==> src/rtl/led_blink_sched.sv <==
// rtl/led_blink_sched.sv - fixed-priority status LED blink-code sequencer
// Optional idle heartbeat on the LED when LED_HEARTBEAT_EN is defined.
module led_blink_sched #(
    parameter int NUM_REQ   = 4,
    parameter int TICK_DIV  = 10_000_000,
    parameter int ON_TICKS  = 2,
    parameter int OFF_TICKS = 3,
    parameter int GAP_TICKS = 10,
    parameter int HB_TICKS  = 5
) (
    input  logic                   clk,
    input  logic                   reset,
    input  logic [NUM_REQ-1:0]     req,
    input  logic [4*NUM_REQ-1:0]   req_code,
    output logic [NUM_REQ-1:0]     grant,
    output logic                   busy,
    output logic                   done,
    output logic                   led
);

    localparam int MAX_A = (ON_TICKS > OFF_TICKS) ? ON_TICKS : OFF_TICKS;
    localparam int MAX_B = (GAP_TICKS > HB_TICKS) ? GAP_TICKS : HB_TICKS;
    localparam int T_MAX = (MAX_A > MAX_B) ? MAX_A : MAX_B;
    localparam int TW    = $clog2(T_MAX + 1);
    localparam int PW    = $clog2(TICK_DIV);

    localparam logic [PW-1:0] PS_LAST  = PW'(TICK_DIV - 1);
    localparam logic [TW-1:0] ON_LAST  = TW'(ON_TICKS - 1);
    localparam logic [TW-1:0] OFF_LAST = TW'(OFF_TICKS - 1);
    localparam logic [TW-1:0] GAP_LAST = TW'(GAP_TICKS - 1);
    localparam logic [TW-1:0] HB_LAST  = TW'(HB_TICKS - 1);

    localparam logic [1:0] S_IDLE = 2'd0;
    localparam logic [1:0] S_ON   = 2'd1;
    localparam logic [1:0] S_OFF  = 2'd2;
    localparam logic [1:0] S_GAP  = 2'd3;

    logic [1:0]         state;
    logic [PW-1:0]      presc;
    logic [TW-1:0]      tcnt;
    logic [3:0]         pcnt;
    logic [TW-1:0]      limit;
    logic               tick;
    logic               phase_last;
    logic               start;
    logic               run_cnt;
    logic               any_elig;
    logic [NUM_REQ-1:0] win_oh;
    logic [3:0]         win_code;

    assign tick       = (presc == PS_LAST);
    assign phase_last = tick && (tcnt == limit);

    // The done cycle is spent in IDLE without sampling, so the next grant is two cycles later.
    assign start = (state == S_IDLE) && !done && any_elig;

    always_comb begin
        limit = HB_LAST;
        case (state)
            S_ON:    limit = ON_LAST;
            S_OFF:   limit = OFF_LAST;
            S_GAP:   limit = GAP_LAST;
            default: limit = HB_LAST;
        endcase
    end

    always_comb begin
        any_elig = 1'b0;
        win_oh   = '0;
        win_code = 4'd0;
        for (int i = 0; i < NUM_REQ; i++) begin
            if (req[i] && (req_code[4*i +: 4] != 4'd0) && !any_elig) begin
                any_elig  = 1'b1;
                win_oh[i] = 1'b1;
                win_code  = req_code[4*i +: 4];
            end
        end
    end

`ifdef LED_HEARTBEAT_EN
    assign run_cnt = 1'b1;
`else
    assign run_cnt = (state != S_IDLE);
`endif

    // Prescaler and tick counter restart on grant and on every phase boundary.
    always_ff @(posedge clk) begin
        if (reset || start || phase_last) begin
            presc <= '0;
            tcnt  <= '0;
        end else if (run_cnt) begin
            if (tick) begin
                presc <= '0;
                tcnt  <= tcnt + 1'b1;
            end else begin
                presc <= presc + 1'b1;
            end
        end
    end

    always_ff @(posedge clk) begin
        if (reset) begin
            state <= S_IDLE;
            grant <= '0;
            busy  <= 1'b0;
            done  <= 1'b0;
            led   <= 1'b0;
            pcnt  <= 4'd0;
        end else begin
            grant <= '0;
            done  <= 1'b0;
            case (state)
                S_IDLE: begin
                    if (start) begin
                        grant <= win_oh;
                        busy  <= 1'b1;
                        led   <= 1'b1;
                        pcnt  <= win_code;
                        state <= S_ON;
                    end else begin
                        busy <= 1'b0;
`ifdef LED_HEARTBEAT_EN
                        if (phase_last) begin
                            led <= ~led;
                        end
`else
                        led <= 1'b0;
`endif
                    end
                end
                S_ON: begin
                    if (phase_last) begin
                        state <= S_OFF;
                        led   <= 1'b0;
                        pcnt  <= pcnt - 4'd1;
                    end
                end
                S_OFF: begin
                    if (phase_last) begin
                        if (pcnt != 4'd0) begin
                            state <= S_ON;
                            led   <= 1'b1;
                        end else begin
                            state <= S_GAP;
                        end
                    end
                end
                S_GAP: begin
                    if (phase_last) begin
                        state <= S_IDLE;
                        done  <= 1'b1;
                        led   <= 1'b0;
                    end
                end
                default: begin
                    state <= S_IDLE;
                    led   <= 1'b0;
                end
            endcase
        end
    end

endmodule

==> config.mk <==
export PLATFORM = sky130hd
export DESIGN_NAME = led_blink_sched
export DESIGN_NICKNAME = d
export VERILOG_FILES = /design/src/rtl/led_blink_sched.sv
export SDC_FILE = /design/constraint.sdc
export NUM_CORES = 1
export LEC_CHECK = 0
export BUFFER_PORTS_ARGS = -buffer_cell sky130_fd_sc_hd__buf_4
export CAP_MARGIN = 20
export CORE_ASPECT_RATIO = 0.9
export CORE_UTILIZATION = 51
export DETAILED_ROUTE_END_ITERATION = 8
export GPL_ROUTABILITY_DRIVEN = 0
export GPL_TIMING_DRIVEN = 0
export PLACE_DENSITY_LB_ADDON = 0.15
export SETUP_SLACK_MARGIN = 0.1
export SYNTH_ARGS = -nofsm -noshare
export SYNTH_HDL_FRONTEND = slang
export SYNTH_SLANG_ARGS = --single-unit
export TNS_END_PERCENT = 20
==> constraint.sdc <==
create_clock -name clk -period 2 [get_ports clk]
set_clock_uncertainty 0.05 [all_clocks]
set_input_delay 0 -clock clk [delete_from_list [all_inputs] [get_ports clk]]
set_output_delay 0 -clock clk [all_outputs]
set_load 0.01 [all_outputs]
==> run summary, run 1 <==
======================================================================================================
Outcome ................................................................................. finished with violations
Violated checks ......................................................................... DRC, setup timing
Clock Root Buffer .......................................................................     clkbuf_8
Fraction of layout cells with a size suffix above 1 .....................................       30.67%
Clock network power share ...............................................................        35.2%
Post-Syn Instances ......................................................................          261
Final global-route overflow total .......................................................            0
Final setup slack of the worst path .....................................................   -0.1701 ns
Count of nets after finishing ...........................................................          338
Cell with the most instances after synthesis ............................................      dfxtp_1
Antenna diode instance count ............................................................            0
Routed WL ...............................................................................      5602 um
Sequential share of the synthesized area ................................................       37.34%
Max-Cap Viols ...........................................................................            0
Internal power summed over all cells ....................................................     1.259 mW
Gr usage total ..........................................................................       24.75%
Die area ................................................................................    4577 um^2
Most frequent cells after synthesis ..................................................... dfxtp_1 (41), nor2_1 (38), nand2_1 (22)
Primary FF master, synth ................................................................      dfxtp_1
Setup repair after global routing missed its margin .....................................          yes
Total power per unit cell area .......................................................... 593.5 nW/um^2
Post-synthesis cell type with the largest combined area .................................      dfxtp_1
Launch instance of the worst min-delay path .............................................        reset
Vias post-DR ............................................................................         2173
Slew at the pin with the worst max-slew slack ...........................................    0.7994 ns
Sequential Power Share ..................................................................        50.3%
Data required time at the worst endpoint ................................................      2.12 ns
Number of buffers on the longest clock path .............................................            2
Number of nets produced by synthesis ....................................................          287
Post-synthesis to final-layout area growth ..............................................       30.96%
Combinational Power Share ...............................................................        14.5%
Number of buffers created by CTS ........................................................            5
Critical path class ..................................................................... register to register
Initial standard-cell utilization of the core ...........................................       53.60%
DR DRC count ............................................................................            5
Horiz. Die Dim ..........................................................................     71.21 um
Kind of end point of the critical path ..................................................     register
Core utilization of the finished layout .................................................       70.20%
Count of input and output buffers .......................................................           28
Crit path launch type ...................................................................     register
Final standard cell count with taps included and fillers excluded .......................          361
Post-synth EDFFs ........................................................................            0
Share of async-settable or async-resettable flops after synthesis .......................           0%
Via density per instance ................................................................        6.019
End of the worst register-to-register path ..............................................          led
Switching component of the power ........................................................    0.4495 mW
Maximum fanout along the worst path .....................................................            4
Reg-to-reg critical path startpoint .....................................................    presc[21]
Setup violations, final .................................................................            5
Number of warnings issued by yosys ......................................................            0
Instance count along the most critical hold path ........................................            3
R2r setup slk ...........................................................................     -0.17 ns
Switching Share .........................................................................       26.30%
Die Span Y ..............................................................................     64.29 um
Maximum level of the CTS H-tree .........................................................            2
Via count of the first global-routing pass ..............................................         1958
Antenna violations before repair ........................................................            0
Clock sink total ........................................................................           41
Row cnt .................................................................................           22
Highest attainable clock frequency ......................................................   0.4608 GHz
Flop and latch count out of synthesis ...................................................           41
Count of final hold-check violations ....................................................            0
Post-detailed-route count of antenna-violating nets .....................................            0
Depth of the most critical reg-to-reg path ..............................................            7
Placeable core area .....................................................................    4101 um^2
Number of distinct library cells after synthesis ........................................           52
TritonCTS clock tree ....................................................................         done
Final Max Tran Viols ....................................................................            0
Total Negative Setup Slacks .............................................................   -0.2483 ns
Per-cell routed wire length .............................................................     15.52 um
Post-route total power ..................................................................     1.709 mW
Proportion of netlist area held by the largest area contributor .........................       37.34%
Minimum period implied by the final worst setup slack ...................................     2.170 ns
First-pass iteration count of the detailed router .......................................            9
Synthesized cell area ...................................................................    2198 um^2
Total instance count after detailed placement ...........................................          337
Class of the tightest hold or removal check ............................................. primary input to register
Worst voltage drop across the vdd grid ..................................................    0.4327 mV
Post-route fraction of the period consumed by the critical path .........................       108.5%
Worst slack at placement ................................................................   -0.3721 ns
Mean cell area of the mapped netlist ....................................................   8.423 um^2
Worst slew margin relative to its limit .................................................       46.12%
Clock transition at the register clock pins on the worst setup and hold paths after CTS .      0.08 ns
Hpwl dp .................................................................................      3739 um
Global-route wire length before repair ..................................................      8859 um
Endpoint, Worst Hold ....................................................................     grant[0]
Largest net degree at the start of global routing .......................................           13
Signal arrival time at the worst endpoint ...............................................      2.29 ns
Filler Cells Inserted ...................................................................          331
Clock latency at the later pin of the worst-skew pair ...................................      0.30 ns
IO Count ................................................................................           29
Number of DRC violations after detailed-routing iteration 0 .............................          157
Leakage .................................................................................     1.067 nW
Top post-synthesis cells by area ........................................................ dfxtp_1 (37%), xor2_1 (8.4%), nor2_1 (6.5%), nand2_1 (3.8%), nand3_1 (3.4%)
======================================================================================================
-- sequential cells by signal, indices dropped and copies added (netlist names) --
signal,cells
busy,1
done,1
grant,4
led,1
pcnt,4
presc,24
state,2
tcnt,4
-- layout make-up --
cell class	count	area, um^2	area share (%)
clock buffer	7	96.34	3.346
multi-input combinational	206	1478	51.33
clock inverter	1	5.005	0.1738
inverter	7	26.28	0.9126
buffer	7	45.04	1.565
sequential	41	835.8	29.03
timing repair buffer	44	332.8	11.56
tap	48	60.06	2.086
-- routing by layer --
layer	GRT usage, %	up-vias	part of all wire, %	wire length, um
met1	31.84	1028	46	2551
li1	-	1066	-	-
met3	4.732	8	6.3	351
met5	0	-	0	0
met4	11.75	0	1.5	82
met2	39.76	71	47	2617
-- power groups by stage --
stage	sequential [mW]	clock [mW]	combinational, mW
after detailed placement	0.878	0	0.231
after floorplan	0.876	0	0.135
final	0.859	0.601	0.249
after global placement	0.877	0	0.226
after global routing	0.863	0.639	0.275
after CTS	0.859	0.611	0.239
-- placed cells by master, fill, tap and decap left out, drive strengths merged, types with 2 or more instances in the layout --
cell type and instances:
xor2 21, or3 3, clkbuf 11, and2 2, ha 4, o41ai 5, nand2 22, o21ai 11
nand4b 3, nand2b 4, and3 4, inv 7, xnor2 3, nor3b 2, nand3 16, a21oi 10
a32oi 2, dfxtp 41, nor2 38, and4b 2, o31ai 3, o32ai 2, nor3 7, o311ai 3
nor4 10, or4b 3, buf 46, nand4 11, and4 2
-- worst max-delay path, cell delays in order (launching register included) --
cell and delay, ns:
dfxtp_1 0.36, or4_4 0.52, buf_4 0.17, buf_4 0.14, nor4_1 0.30, o311ai_0 0.22, a21oi_1 0.21, nor3b_1 0.07
-- per-stage QoR --
| stage | hold WS [ns] | area (um^2) |
|---|---|---|
| floorplan | 0.1487 | 2270 |
| global placement | 0.3347 | 2540 |
| detailed placement | 0.3372 | 2540 |
| CTS | 0.02122 | 2780 |
| global route | 0.03651 | 2879 |
| finish | 0.02596 | 2879 |
-- cells by family (layout without fill, tap and decap cells) --
logic type      after synthesis  in the layout  share of synthesized area (%)
compound gates               45             45                          15.25
fa+ha+maj                     4              4                          2.277
simple gates                132            132                          32.56
buf+inv                      14             66                          2.561
mux                           1              1                         0.4553
xor+xnor                     24             24                          9.562
flops                        41             41                          37.34
-- timing repair --
action	in CTS	in global routing
hold buffers	0	1
endpoints found under the setup margin	36	36
resized for setup	19	18
gates cloned	0	0
setup buffers	10	5
hold endpoints to repair	0	1
pin swaps	22	11
-- worst max path at each step --
stage | from | depth (start not counted) | slack, ns | end
after global routing | presc[22] | 7 | -0.29 | led
after global placement | state[0] | 6 | -0.33 | presc[11]
after floorplan | presc[7] | 5 | 0.05 | state[1]
after CTS | presc[22] | 5 | -0.07 | state[1]
final | presc[21] | 7 | -0.17 | led
after detailed placement | state[0] | 6 | -0.37 | presc[13]
No activity file was read; power rests on OpenSTA's default activity.
==> inputs of run 2 (changes only) <==
- clock period: 2 -> 1.8 ns (I/O delays scaled with it)
==> run 2 against run 1 <==
Effect of this change: the run still ends with DRC, setup timing left; worst setup slack worse by 0.16 ns; first-iteration DRC count down 41%; combinational power up 22%; largest cell class unchanged; largest power group unchanged.
==> run summary, run 2 (synthesis gave the netlist of run 1 again) <==
======================================================================================================
Crit path launch type ...................................................................     register
Per-cell routed wire length .............................................................     15.13 um   -2.5%
Final Max Tran Viols ....................................................................            0   unchanged
Register containing the most flip-flops in the final layout .............................        presc
Horiz. Die Dim ..........................................................................     71.21 um   unchanged
Setup repair after global routing missed its margin .....................................          yes
Count of final hold-check violations ....................................................            0   unchanged
Via count of the first global-routing pass ..............................................         2009   +2.6%
Maximum level of the CTS H-tree .........................................................            2   unchanged
R2r setup slk ...........................................................................     -0.33 ns   -0.16 ns
Die area ................................................................................    4577 um^2   unchanged
Count of nets after finishing ...........................................................          340   +0.59%
Flip-flop count of the largest register, all copies and words added .....................           24   unchanged
Number of buffers on the longest clock path .............................................            2   unchanged
IO Count ................................................................................           29   unchanged
Post-detailed-route count of antenna-violating nets .....................................            0   unchanged
Sequential Power Share ..................................................................        51.4%   +1.1 points
Number of DRC violations after detailed-routing iteration 0 .............................           93   -41%
Clock latency at the later pin of the worst-skew pair ...................................      0.31 ns   about the same
Post-route fraction of the period consumed by the critical path .........................       118.3%   +9.8 points
Die Span Y ..............................................................................     64.29 um   unchanged
Leakage .................................................................................     1.077 nW   +0.96%
Instance count along the most critical hold path ........................................            3   unchanged
Violated checks ......................................................................... DRC, setup timing
Placed inst area ........................................................................    2544 um^2   +0.15%
Placeable core area .....................................................................    4101 um^2   unchanged
Clock Root Buffer .......................................................................     clkbuf_8
Most common library cell in the layout ignoring fill and taps ...........................        buf_4
Number of buffers created by CTS ........................................................            5   unchanged
Worst voltage drop across the vdd grid ..................................................    0.5539 mV   +28%
Fraction of layout cells with a size suffix above 1 .....................................       31.11%   +0.44 points
First-pass iteration count of the detailed router .......................................            7   -2
Combinational Power Share ...............................................................        16.4%   +1.9 points
Signal arrival time at the worst endpoint ...............................................      2.27 ns   -0.02 ns
Row cnt .................................................................................           22   unchanged
Post-route total power ..................................................................     1.852 mW   +8.4%
Clock sink total ........................................................................           41   unchanged
Hold Slack ..............................................................................   0.03915 ns   +0.01318 ns
Post-synthesis to final-layout area growth ..............................................       32.10%
Final setup slack of the worst path .....................................................   -0.3290 ns   -0.1590 ns
Setup violations, final .................................................................           36   +31
Count of input and output buffers .......................................................           28   unchanged
Highest attainable clock frequency ......................................................   0.4697 GHz   +1.9%
Antenna violations before repair ........................................................            0   unchanged
Gr usage total ..........................................................................       25.12%   +0.37 points
Endpoint, Worst Hold ....................................................................     grant[1]
Clock transition at the register clock pins on the worst setup and hold paths after CTS .      0.08 ns   about the same
Maximum fanout along the worst path .....................................................            4   unchanged
Max-Cap Viols ...........................................................................            0   unchanged
Minimum period implied by the final worst setup slack ...................................     2.129 ns   -0.04104 ns
Worst slack at placement ................................................................   -0.5136 ns   -0.1415 ns
Class of the tightest hold or removal check ............................................. primary input to register
Routed WL ...............................................................................      5492 um   -2.0%
Via density per instance ................................................................        5.961   -0.96%
Clock network power share ...............................................................        32.2%   -3.0 points
Critical path class ..................................................................... register to register
Slew at the pin with the worst max-slew slack ...........................................    0.8891 ns   +0.08975 ns
Final std cell area, no fill ............................................................    2904 um^2   +0.87%
Reg-to-reg critical path startpoint .....................................................    presc[14]
Outcome ................................................................................. finished with violations
Switching Share .........................................................................       27.76%   +1.5 points
Final global-route overflow total .......................................................            0   unchanged
Switching component of the power ........................................................    0.5143 mW   +14%
Hpwl dp .................................................................................      3652 um   -2.3%
Internal power summed over all cells ....................................................     1.338 mW   +6.3%
Total power per unit cell area .......................................................... 637.9 nW/um^2   +7.5%
Initial standard-cell utilization of the core ...........................................       53.60%   unchanged
Worst slew margin relative to its limit .................................................       39.95%   -6.2 points
Depth of the most critical reg-to-reg path ..............................................            7   unchanged
Antenna diode instance count ............................................................            0   unchanged
Launch instance of the worst min-delay path .............................................  req_code[2]
Global-route wire length before repair ..................................................      9059 um   +2.3%
TritonCTS clock tree ....................................................................         done
End of the worst register-to-register path ..............................................      pcnt[3]
Largest net degree at the start of global routing .......................................           13   unchanged
DR DRC count ............................................................................            5   unchanged
Vias post-DR ............................................................................         2164   -0.41%
Most frequent cells in the layout ....................................................... buf_4 (43), nor2_1 (34), dfxtp_1 (28)
Kind of end point of the critical path ..................................................     register
Data required time at the worst endpoint ................................................      1.94 ns   -0.18 ns
======================================================================================================
## run 2: final cells by class
cell class / count / area (um^2)
multi-input combinational: 206 / 1488
tap: 48 / 60.06
sequential: 41 / 842.1
clock buffer: 6 / 72.57
fill: 326 / 1197
buffer: 7 / 46.29
inverter: 7 / 26.28
clock inverter: 2 / 10.01
timing repair buffer: 46 / 359.1
## run 2: worst max path at each step
| stage | slack (ns) | end | from |
|---|---|---|---|
| floorplan | -0.15 | state[1] | presc[7] |
| global placement | -0.54 | presc[19] | state[0] |
| detailed placement | -0.51 | presc[19] | state[0] |
| CTS | -0.35 | pcnt[3] | presc[11] |
| global route | -0.39 | pcnt[3] | presc[11] |
| finish | -0.33 | pcnt[3] | presc[14] |
## run 2: critical path: stages (launching register included)
cell and delay, ns:
dfxtp_2 0.34, or4b_4 0.56, nor4_4 0.33, buf_4 0.18, o311ai_4 0.11, buf_4 0.17, a21oi_1 0.17, o32ai_2 0.10
## run 2: metrics by stage
stage / TNS (ns) / util (%) / instances
global placement: -13.16 / 62.02 / 337
finish: -6.420 / 70.81 / 363
CTS: -8.330 / 67.63 / 354
detailed placement: -12.84 / 62.02 / 337
global route: -9.119 / 70.81 / 363
floorplan: -2.999 / - / 261
## run 2: per-layer routing
layer / part of all wire, % / GRT usage [%] / vias to the layer above
met1: 48 / 32.84 / 1015
met3: 5.8 / 6.940 / 7
met4: 1.2 / 8.250 / 0
met2: 45 / 39.88 / 61
li1: - / - / 1081
met5: 0 / 0 / -
## run 2: power by group through the flow
| stage | Combinational (mW) | Clock [mW] | Sequential, mW |
|---|---|---|---|
| 2_1_floorplan | 0.151 | 0 | 0.974 |
| 3_3_place_gp | 0.253 | 0 | 0.975 |
| 3_5_place_dp | 0.252 | 0 | 0.976 |
| 4_1_cts | 0.278 | 0.593 | 0.954 |
| 5_1_grt | 0.336 | 0.635 | 0.955 |
| 6_report | 0.304 | 0.597 | 0.951 |
## run 2: timing repair
item / CTS / global route
endpoints found under the hold margin: 0 / 1
hold buffers: 0 / 1
pin swaps: 32 / 10
endpoints found under the setup margin: 36 / 38
resized for setup: 22 / 23
cloned: 2 / 0
buffers inserted: 7 / 8
==> inputs of run 3 (changes only) <==
- CORE_UTILIZATION: 51 -> 61
- clock period: 1.8 -> 2.45 ns (I/O delays scaled with it)
==> run 3 against run 2 <==
Effect of this change: the run now ends clean; worst setup slack gained 0.50 ns; non-clock buffer count is 16 lower; critical path depth decreased by 2; fmax down 6.5%; clock power decreased by 4.7%; sequential power shrank 26%; first-iteration DRC count is 59% higher; core utilization increased by 6.7 points; global-route usage grew 2.6 points; die area decreased by 16%.
==> run summary, run 3 (synthesis gave the netlist of run 1 again) <==
======================================================================================================
Number of buffers on the longest clock path .............................................            2   unchanged
Post-detailed-route count of antenna-violating nets .....................................            0   unchanged
Number of DRC violations after detailed-routing iteration 0 .............................          148   +59%
Antenna violations before repair ........................................................            0   unchanged
Post-synthesis to final-layout area growth ..............................................       20.03%
Max-Cap Viols ...........................................................................            0   unchanged
Register containing the most flip-flops in the final layout .............................        presc
Worst-path cell chain ................................................................... or4b_1 -> a211oi_2 -> o311ai_2 -> a21o_1 -> o32ai_2
Count of final hold-check violations ....................................................            0   unchanged
Seq. cell area ..........................................................................   820.8 um^2   -2.5%
Total power per unit cell area .......................................................... 553.9 nW/um^2   -13%
Number of buffers created by CTS ........................................................            5   unchanged
DR DRC count ............................................................................            0   -5
Via count of the first global-routing pass ..............................................         1830   -8.9%
Met1 demand-to-capacity share in global routing .........................................       35.34%   +2.5 points
Maximum level of the CTS H-tree .........................................................            2   unchanged
Largest net degree at the start of global routing .......................................           13   unchanged
Horiz. Die Dim ..........................................................................     65.28 um   -8.3%
Per-cell routed wire length .............................................................     15.17 um   +0.24%
Die area ................................................................................    3848 um^2   -16%
Buffers and inverters on the worst path .................................................            0   -2
Filler Cells Inserted ...................................................................          241   -26%
Count of nets after finishing ...........................................................          324   -4.7%
Worst slew margin relative to its limit .................................................       44.07%   +4.1 points
Combined area of the multi-input logic cells ............................................    1368 um^2   -8.1%
Fraction of layout cells with a size suffix above 1 .....................................       18.06%   -13 points
Flip-flop count of the largest register, all copies and words added .....................           24   unchanged
Count of input and output buffers .......................................................           28   unchanged
Data required time at the worst endpoint ................................................      2.61 ns   +0.67 ns
Placed inst area ........................................................................    2464 um^2   -3.1%
Slew at the pin with the worst max-slew slack ...........................................    0.8299 ns   -0.05924 ns
Hpwl dp .................................................................................      3572 um   -2.2%
Critical path class ..................................................................... register to register
Outcome .................................................................................    completed
Clock transition at the register clock pins on the worst setup and hold paths after CTS .      0.08 ns   about the same
Signal arrival time at the worst endpoint ...............................................      2.44 ns   +0.17 ns
Antenna diode instance count ............................................................            0   unchanged
Row cnt .................................................................................           20   -9.1%
Placeable core area .....................................................................    3403 um^2   -17%
Slowest library cell on the worst path ..................................................       or4b_1
IO Count ................................................................................           29   unchanged
Global-route wire length before repair ..................................................      8169 um   -9.8%
Maximum fanout along the worst path .....................................................            8   +4
Clock sink total ........................................................................           41   unchanged
TritonCTS clock tree ....................................................................         done
Kind of cell adding the most delay to the critical path ................................. compound AO/OA/AOI/OAI gates
Global routing's busiest layer ..........................................................         met2
Total Negative Setup Slacks .............................................................         0 ns   +6.420 ns
Setup violations, final .................................................................            0   -100%
Final global-route overflow total .......................................................            0   unchanged
Vias post-DR ............................................................................         2086   -3.6%
Minimum period implied by the final worst setup slack ...................................     2.277 ns   +0.1481 ns
Kind of end point of the critical path ..................................................     register
Post-route fraction of the period consumed by the critical path .........................       92.95%   -25 points
Leakage .................................................................................    0.9595 nW   -11%
Number of buffers inserted for hold repair after clock tree synthesis ...................            0   unchanged
Initial standard-cell utilization of the core ...........................................       64.60%   +11 points
Routed WL ...............................................................................      5202 um   -5.3%
Die Span Y ..............................................................................     58.95 um   -8.3%
Setup repair after global routing missed its margin .....................................           no
Class of the tightest hold or removal check ............................................. primary input to register
Critical Path Max Stage Delay ...........................................................      0.54 ns   -0.02 ns
Final Max Tran Viols ....................................................................            0   unchanged
Clock latency at the later pin of the worst-skew pair ...................................      0.29 ns   -0.02 ns
Most frequent cells in the layout ....................................................... dfxtp_1 (41), nor2_1 (38), buf_4 (29)
Met3 track demand over resource .........................................................       6.008%   -0.93 points
Global-route track usage on met2 ........................................................       45.66%   +5.8 points
Gr usage total ..........................................................................       27.67%   +2.6 points
Worst voltage drop across the vdd grid ..................................................    0.3631 mV   -34%
Clock Root Buffer .......................................................................     clkbuf_8
Via density per instance ................................................................        6.082   +2.0%
Final std cell area, no fill ............................................................    2639 um^2   -9.1%
Most common library cell in the layout ignoring fill and taps ...........................      dfxtp_1
First-pass iteration count of the detailed router .......................................            5   -2
Crit path launch type ...................................................................     register
Highest attainable clock frequency ......................................................   0.4391 GHz   -6.5%
======================================================================================================
[run 3: metal layers]
metal / routed length [um] / share of wire [%]
met5: 0 / 0
met4: 83 / 1.6
met3: 323 / 6.2
met2: 2390 / 46
met1: 2404 / 46
[run 3: worst paths after layout]
| check | startpoint | endpoint | slack, ns | cells past startpoint |
|---|---|---|---|---|
| worst max-delay path | state[0] | pcnt[3] | 0.17 | 5 |
| worst min-delay path | reset | grant[0] | 0.002 | 3 |
| worst min register to register | busy | busy | 0.42 | 2 |
| worst max register to register | state[0] | pcnt[3] | 0.17 | 5 |
[run 3: power by group]
part           switching (mW)  internal (mW)  total (mW)  leakage [nW]
registers              0.0181          0.684       0.702         0.332
logic                   0.108         0.0827       0.191         0.569
clock network           0.237          0.332       0.569        0.0585
[run 3: cell type report]
type,count,area share (%)
Multi-Input combinational cell,206,51.83
Sequential cell,41,31.10
Timing Repair Buffer,30,8.440
Clock buffer,7,3.272
Tap cell,44,2.086
Clock inverter,1,1.138
Buffer,7,1.138
Inverter,7,0.9957
[run 3: timing repair]
| action | in CTS | in global routing |
|---|---|---|
| pin swaps | 0 | 2 |
| endpoints found under the setup margin | 20 | 22 |
| setup buffers | 0 | 1 |
| endpoints found under the hold margin | 0 | 0 |
| gates resized for setup | 1 | 6 |
[run 3: worst register-to-register path, delay by kind of cell (launching register included)]
kind             cells  cell delay [ns]
AO/OA/AOI/OAI        4             1.21
flip-flops           1             0.39
AND/OR/NAND/NOR      1             0.54
[run 3: per-stage QoR]
| step | instances | utilization [%] | hold slack, ns | power, mW | setup WS, ns |
|---|---|---|---|---|---|
| finish | 343 | 77.54 | 0.002092 | 1.461 | 0.1728 |
| global route | 343 | 77.54 | 0.02798 | 1.511 | 0.06639 |
| CTS | 341 | 76.03 | 0.007357 | 1.454 | 0.07729 |
| detailed placement | 333 | 72.39 | 0.3165 | 0.9005 | 0.04792 |
| global placement | 333 | 72.39 | 0.3275 | 0.8986 | 0.09131 |
| floorplan | 261 | - | 0.1487 | 0.8251 | 0.3541 |
